### src/rtl/vga_timing_gen_pkg.sv
// Shared 1280x1024@60 raster constants and helpers for the timing generator,
// compositor and display modules.
package vga_timing_gen_pkg;

  localparam int unsigned H_ACTIVE = 1280;
  localparam int unsigned H_FP     = 48;
  localparam int unsigned H_SYNC   = 112;
  localparam int unsigned H_BP     = 248;
  localparam int unsigned H_TOTAL  = H_ACTIVE + H_FP + H_SYNC + H_BP;

  localparam int unsigned V_ACTIVE = 1024;
  localparam int unsigned V_FP     = 1;
  localparam int unsigned V_SYNC   = 3;
  localparam int unsigned V_BP     = 38;
  localparam int unsigned V_TOTAL  = V_ACTIVE + V_FP + V_SYNC + V_BP;

  localparam bit H_POL = 1'b1;
  localparam bit V_POL = 1'b1;

  localparam int unsigned PIPE_DLY = 2;

  typedef struct packed {
    logic valid;
    logic hsync;
    logic vsync;
  } flags_t;

  // True when lo <= cnt < lo + len.
  function automatic logic in_window(input logic [10:0] cnt, input int unsigned lo,
                                     input int unsigned len);
    return (32'(cnt) >= lo) && (32'(cnt) < lo + len);
  endfunction

endpackage

### src/rtl/vga_timing_gen_shift_delay.sv
// Enable-qualified register chain with synchronous clear; Depth of 0 degenerates to a wire.
module vga_timing_gen_shift_delay #(
  parameter int unsigned Width = 1,
  parameter int unsigned Depth = 1
) (
  input  logic             clk_i,
  input  logic             reset_i,
  input  logic             en_i,
  input  logic [Width-1:0] d_i,
  output logic [Width-1:0] q_o
);

  if (Depth == 0) begin : g_wire
    logic unused_ctrl;
    assign unused_ctrl = ^{clk_i, reset_i, en_i};
    assign q_o = d_i;
  end else begin : g_chain
    logic [Width-1:0] stage_q [Depth];

    always_ff @(posedge clk_i) begin
      if (reset_i) begin
        stage_q <= '{default: '0};
      end else if (en_i) begin
        stage_q[0] <= d_i;
        for (int i = 1; i < Depth; i++) begin
          stage_q[i] <= stage_q[i-1];
        end
      end
    end

    assign q_o = stage_q[Depth-1];
  end

endmodule

### src/rtl/vga_timing_gen.sv
// Raster timing source for the compositor plus the re-aligned, blanking-clean VGA output stage.
module vga_timing_gen
  import vga_timing_gen_pkg::*;
#(
  parameter int unsigned HActive = H_ACTIVE,
  parameter int unsigned HFp     = H_FP,
  parameter int unsigned HSync   = H_SYNC,
  parameter int unsigned HBp     = H_BP,
  parameter int unsigned VActive = V_ACTIVE,
  parameter int unsigned VFp     = V_FP,
  parameter int unsigned VSync   = V_SYNC,
  parameter int unsigned VBp     = V_BP,
  parameter bit          HPol    = H_POL,
  parameter bit          VPol    = V_POL,
  parameter int unsigned PipeDly = PIPE_DLY
) (
  input  logic        clk,
  input  logic        reset,
  input  logic        pix_en,
  output logic [10:0] x,
  output logic [9:0]  y,
  output logic        valid,
  output logic        vsync,
  output logic        frame_start,
  output logic [15:0] frame_count,
  input  logic [23:0] rgb_in,
  output logic [23:0] vga_rgb,
  output logic        vga_hsync,
  output logic        vga_vsync
);

  localparam int unsigned HTotal = HActive + HFp + HSync + HBp;
  localparam int unsigned VTotal = VActive + VFp + VSync + VBp;

  logic [10:0] hcnt_q, hcnt_d;
  logic [10:0] vcnt_q, vcnt_d;
  logic        started_q;
  logic        vis, hs_act, vs_act, at_origin;
  flags_t      flags_q, flags_dly;

  always_comb begin
    hcnt_d = hcnt_q + 11'd1;
    vcnt_d = vcnt_q;
    if (32'(hcnt_q) == HTotal - 1) begin
      hcnt_d = '0;
      vcnt_d = (32'(vcnt_q) == VTotal - 1) ? '0 : vcnt_q + 11'd1;
    end
    vis       = in_window(hcnt_q, 0, HActive) && in_window(vcnt_q, 0, VActive);
    hs_act    = in_window(hcnt_q, HActive + HFp, HSync);
    vs_act    = in_window(vcnt_q, VActive + VFp, VSync);
    at_origin = (hcnt_q == '0) && (vcnt_q == '0);
  end

  // Stage 1: counters and the compositor-facing outputs decoded from them.
  always_ff @(posedge clk) begin
    if (reset) begin
      hcnt_q      <= '0;
      vcnt_q      <= '0;
      x           <= '0;
      y           <= '0;
      flags_q     <= '0;
      frame_start <= 1'b0;
      frame_count <= '0;
      started_q   <= 1'b0;
    end else if (pix_en) begin
      hcnt_q      <= hcnt_d;
      vcnt_q      <= vcnt_d;
      x           <= vis ? hcnt_q : '0;
      y           <= vis ? vcnt_q[9:0] : '0;
      flags_q     <= '{valid: vis, hsync: hs_act, vsync: vs_act};
      // The first frame after reset is not announced; only later wraps to (0,0) are.
      frame_start <= started_q && at_origin;
      if (started_q && at_origin) begin
        frame_count <= frame_count + 16'd1;
      end
      started_q   <= 1'b1;
    end
  end

  assign valid = flags_q.valid;
  assign vsync = ~flags_q.vsync;

  // Flags wait out the compositor read latency so they line up with rgb_in.
  vga_timing_gen_shift_delay #(
    .Width($bits(flags_t)),
    .Depth(PipeDly)
  ) u_flag_delay (
    .clk_i  (clk),
    .reset_i(reset),
    .en_i   (pix_en),
    .d_i    (flags_q),
    .q_o    (flags_dly)
  );

  always_ff @(posedge clk) begin
    if (reset) begin
      vga_rgb   <= '0;
      vga_hsync <= ~HPol;
      vga_vsync <= ~VPol;
    end else if (pix_en) begin
      vga_rgb   <= flags_dly.valid ? rgb_in : '0;
      vga_hsync <= flags_dly.hsync ^ ~HPol;
      vga_vsync <= flags_dly.vsync ^ ~VPol;
    end
  end

endmodule

### config.mk
export PLATFORM = sky130hd
export DESIGN_NAME = vga_timing_gen
export DESIGN_NICKNAME = d
export VERILOG_FILES = /design/src/rtl/vga_timing_gen_pkg.sv /design/src/rtl/vga_timing_gen_shift_delay.sv /design/src/rtl/vga_timing_gen.sv
export SDC_FILE = /design/constraint.sdc
export NUM_CORES = 1
export LEC_CHECK = 0
export ABC_AREA = 1
export CAP_MARGIN = 20
export CORE_UTILIZATION = 35
export DETAILED_ROUTE_END_ITERATION = 10
export SLEW_MARGIN = 20
export SYNTH_ARGS = -nofsm -noshare
export SYNTH_HDL_FRONTEND = slang
export SYNTH_HIERARCHICAL = 1
export SYNTH_SLANG_ARGS = --single-unit
export TNS_END_PERCENT = 100
### constraint.sdc
create_clock -name clk -period 1.7 [get_ports clk]
set_input_delay 0.34 -clock clk [delete_from_list [all_inputs] [get_ports clk]]
set_output_delay 0.34 -clock clk [all_outputs]
set_load 0.03 [all_outputs]
==> metrics.md <==
| Metric | Value |
|---|---|
| Data arrival, critical path | 1.32 ns |
| Top-count cell post-synth | nand2_1 |
| CTS tree | built |
| Worst reg2reg path startpoint | vcnt_q[1] |
| Rows | 40 |
| Clk_lat worst skew | 0.34 ns |
| ANT nets after route | 0 |
| Vias | 4286 |
| EDFF count, synth | 0 |
| Unrepaired setup endpoints after global routing | no |
| Slowest stage delay, CP | 0.66 ns |
| Comb pwr share | 8.8% |
| Pre-CTS setup slack | -0.314 ns |
| I/O pin count | 93 |
| Clk root buf | clkbuf_16 |
| DRC violations left | 0 |
| Vias in the first global route | 4144 |
| Seq/Total Area, Yosys | 44.3% |
| Max cap viols | 0 |
| Clk_skew | 0.00762 ns |
| Total track usage | 18.1% |
| Power Density | 808 nW/um^2 |
| Drt initial violations | 245 |
| Mapped Avg Cell Area | 6.88 um^2 |
| Clock power frac | 43.1% |
| Layout area overhead | 37.0% |
| CTS buffer count | 9 |
| Wire per inst | 12.3 um |
| Netlist cell types | 32 |
| Die area | 12900 um^2 |
| Net switching fraction of the power | 23.4% |
| Top cells by count, synth | nand2_1, dfxtp_1, nor2_1 |
| Chip Width | 113 um |
| Worst hold-check path type | in -> reg |
| Total power | 4.81 mW |
| N_diodes | 0 |
| Status | finished clean |
| Slowest CP cell | clkdlybuf4s50_1 |
| First-pass GRT wire length | 18800 um |
| Worst-Margin Slew | 0.404 ns |
| Largest net degree at the start of global routing | 39 |
| CP required | 1.36 ns |
| P_int | 3.69 mW |
| Startpoint types | flip-flop |
| Total grt overflow | 0 |
| Min-Delay Startpoint | reset |
| Largest area contributor in the netlist | dfxtp_1 |
| Reg clk slew, reported paths | 0.06 ns |
| Synth top area cells | dfxtp_1, nand2_1, nor2_1, a21oi_1, nand3_1 |
| Core area | 12100 um^2 |
| Critical path origin | y[2] |
| Post-DP HPWL | 7980 um |
| Crit-path cells | clkdlybuf4s50_1 |
| DRT Wirelength | 11200 um |
| Seq pwr share | 48.1% |
| Period utilization | 97.4% |
| Clock tree buffer depth | 2 |
| NetSw | 1.12 mW |
| Post-Syn Area | 4340 um^2 |
| Peak VDD IR | 0.000703 V |
| # setup viols final | 0 |
| Final hold violations | 0 |
| Synthesized netlist cell count | 631 |
| Antenna violations before repair | 0 |
| Worst setup margin | 0.0445 ns |
| Nets@finish | 773 |
| Vias/cell | 4.69 |
| Die height | 113 um |
| Clock sink count | 96 |
| Gpl congestion | 0.885 |
| Hold buffer count at CTS | 0 |
| Cell family with most CP delay | buffers and inverters |
| Critical path peak fanout | 2 |
| FF+latch count, synth | 96 |
| Critical path class | reg -> out |
| Worst slew margin | 73.1% |
| Ys flop type | dfxtp_1 |
| Synth top area share | 44.3% |
| Buf/Inv on CP | 1 |
| Filler cells | 1213 |
| Layout Utilization | 49.3% |
| Slew Viols, Final | 0 |
| P_leak | 2.88 nW |
| PortBufs | 92 |
| Setup TNS | 0 ns |
| FFs w/ async S/R, synth | 0% |
| Period minus WS final | 1.66 ns |
| FMAX | 0.604 GHz |
| Initial Util | 36.0% |
| CTS H-Tree Depth | 3 |
| 1st-pass router iterations | 5 |
| Synth Net Count | 664 |
| Crit end category | primary output |
| Layout cells sized above 1 | 10.9% |
| Synth warnings | 6 |
cells in the final DEF, fill, tap and decap left out, types with 3 or more instances in the layout:
cell               n
o21ai_0            8
o21ai_1            5
ha_1               4
clkbuf_16         10
nor2_1            81
nand3_1           49
o21ai_2            3
dlygate4sd2_1     48
nor3_1            16
nand2_1          169
nand2_2            3
dfxtp_1           93
buf_4             34
inv_2              5
clkdlybuf4s50_1   26
dlymetal6s2s_1    17
inv_1             60
nor2_2             7
a21oi_1           64
nand4_1           14
cell type report:
cell class | instances | area (um^2) | area share, %
Timing Repair Buffer | 128 | 1200 | 20.1
Inverter | 65 | 244 | 4.10
Sequential cell | 96 | 1930 | 32.4
Multi-Input combinational cell | 440 | 2060 | 34.6
Clock buffer | 12 | 256 | 4.31
Tap cell | 168 | 210 | 3.53
Clock inverter | 4 | 52.6 | 0.883
power by group through the flow:
stage | combinational [mW] | sequential (mW) | clock [mW]
2_1_floorplan | 0.193 | 2.41 | 0
3_3_place_gp | 0.417 | 2.36 | 0
3_5_place_dp | 0.420 | 2.36 | 0
4_1_cts | 0.409 | 2.31 | 2.14
5_1_grt | 0.466 | 2.32 | 2.24
6_report | 0.422 | 2.31 | 2.07
state kept, by name, indices dropped and copies added, names as in the netlist:
signal,flops
flags_q,2
frame_count,16
frame_start,1
hcnt_q,11
started_q,1
u_flag_delay/g_chain.stage_q,3
u_flag_delay/q_o,3
valid,1
vcnt_q,11
vga_hsync,1
vga_rgb,24
vga_vsync,1
x,11
y,10
worst reg2reg max path, stage by stage, from the launching register on:
cell	delay [ns]
dfxtp_4	0.36
inv_2	0.06
ha_2	0.16
nand2_2	0.05
inv_1	0.05
nand2_1	0.06
nor2_2	0.12
inv_2	0.05
nor2_4	0.15
buf_12	0.14
buf_4	0.11
a21oi_1	0.05
nor2_1	0.10
cell families after synthesis:
family	count (synthesis)	share of synthesized area, %
flops	96	44.3
xor+xnor	1	0.202
buf+inv	95	9.33
simple gates	347	34.0
compound gates	86	10.5
fa+ha+maj	6	1.73
timing repair:
action | 4_1_cts | 5_1_grt
pin swaps | 0 | 4
gates cloned | 0 | 1
resized for setup | 48 | 37
setup buffers | 0 | 1
endpoints found under the setup margin | 48 | 44
metrics by stage:
stage                     instance area (um^2)  cells  hold WS [ns]
final                                     5950    913         0.454
after global routing                      5950    913         0.470
after CTS                                 5820    911         0.440
after detailed placement                  5580    895         0.455
after global placement                    5580    895         0.451
after floorplan                           4340    631         0.449
metal layers:
metal	up-vias	global-route usage (%)	part of all wire, %
met5	-	0	0
met4	0	5.88	1.4
met3	14	5.74	7.0
met2	131	31.6	47
met1	1909	21.0	45
li1	2232	-	-
path summary, 6_finish.rpt:
| path | to | slack, ns | depth (start not counted) |
|---|---|---|---|
| worst max-delay path | y[2] | 0.04 | 1 |
| worst min-delay path | vcnt_q[6] | 0.45 | 4 |
| worst max register to register | frame_count[2] | 0.18 | 12 |
| worst min register to register | y[6] | 0.46 | 2 |
No activity file was read; power rests on OpenSTA's default activity.
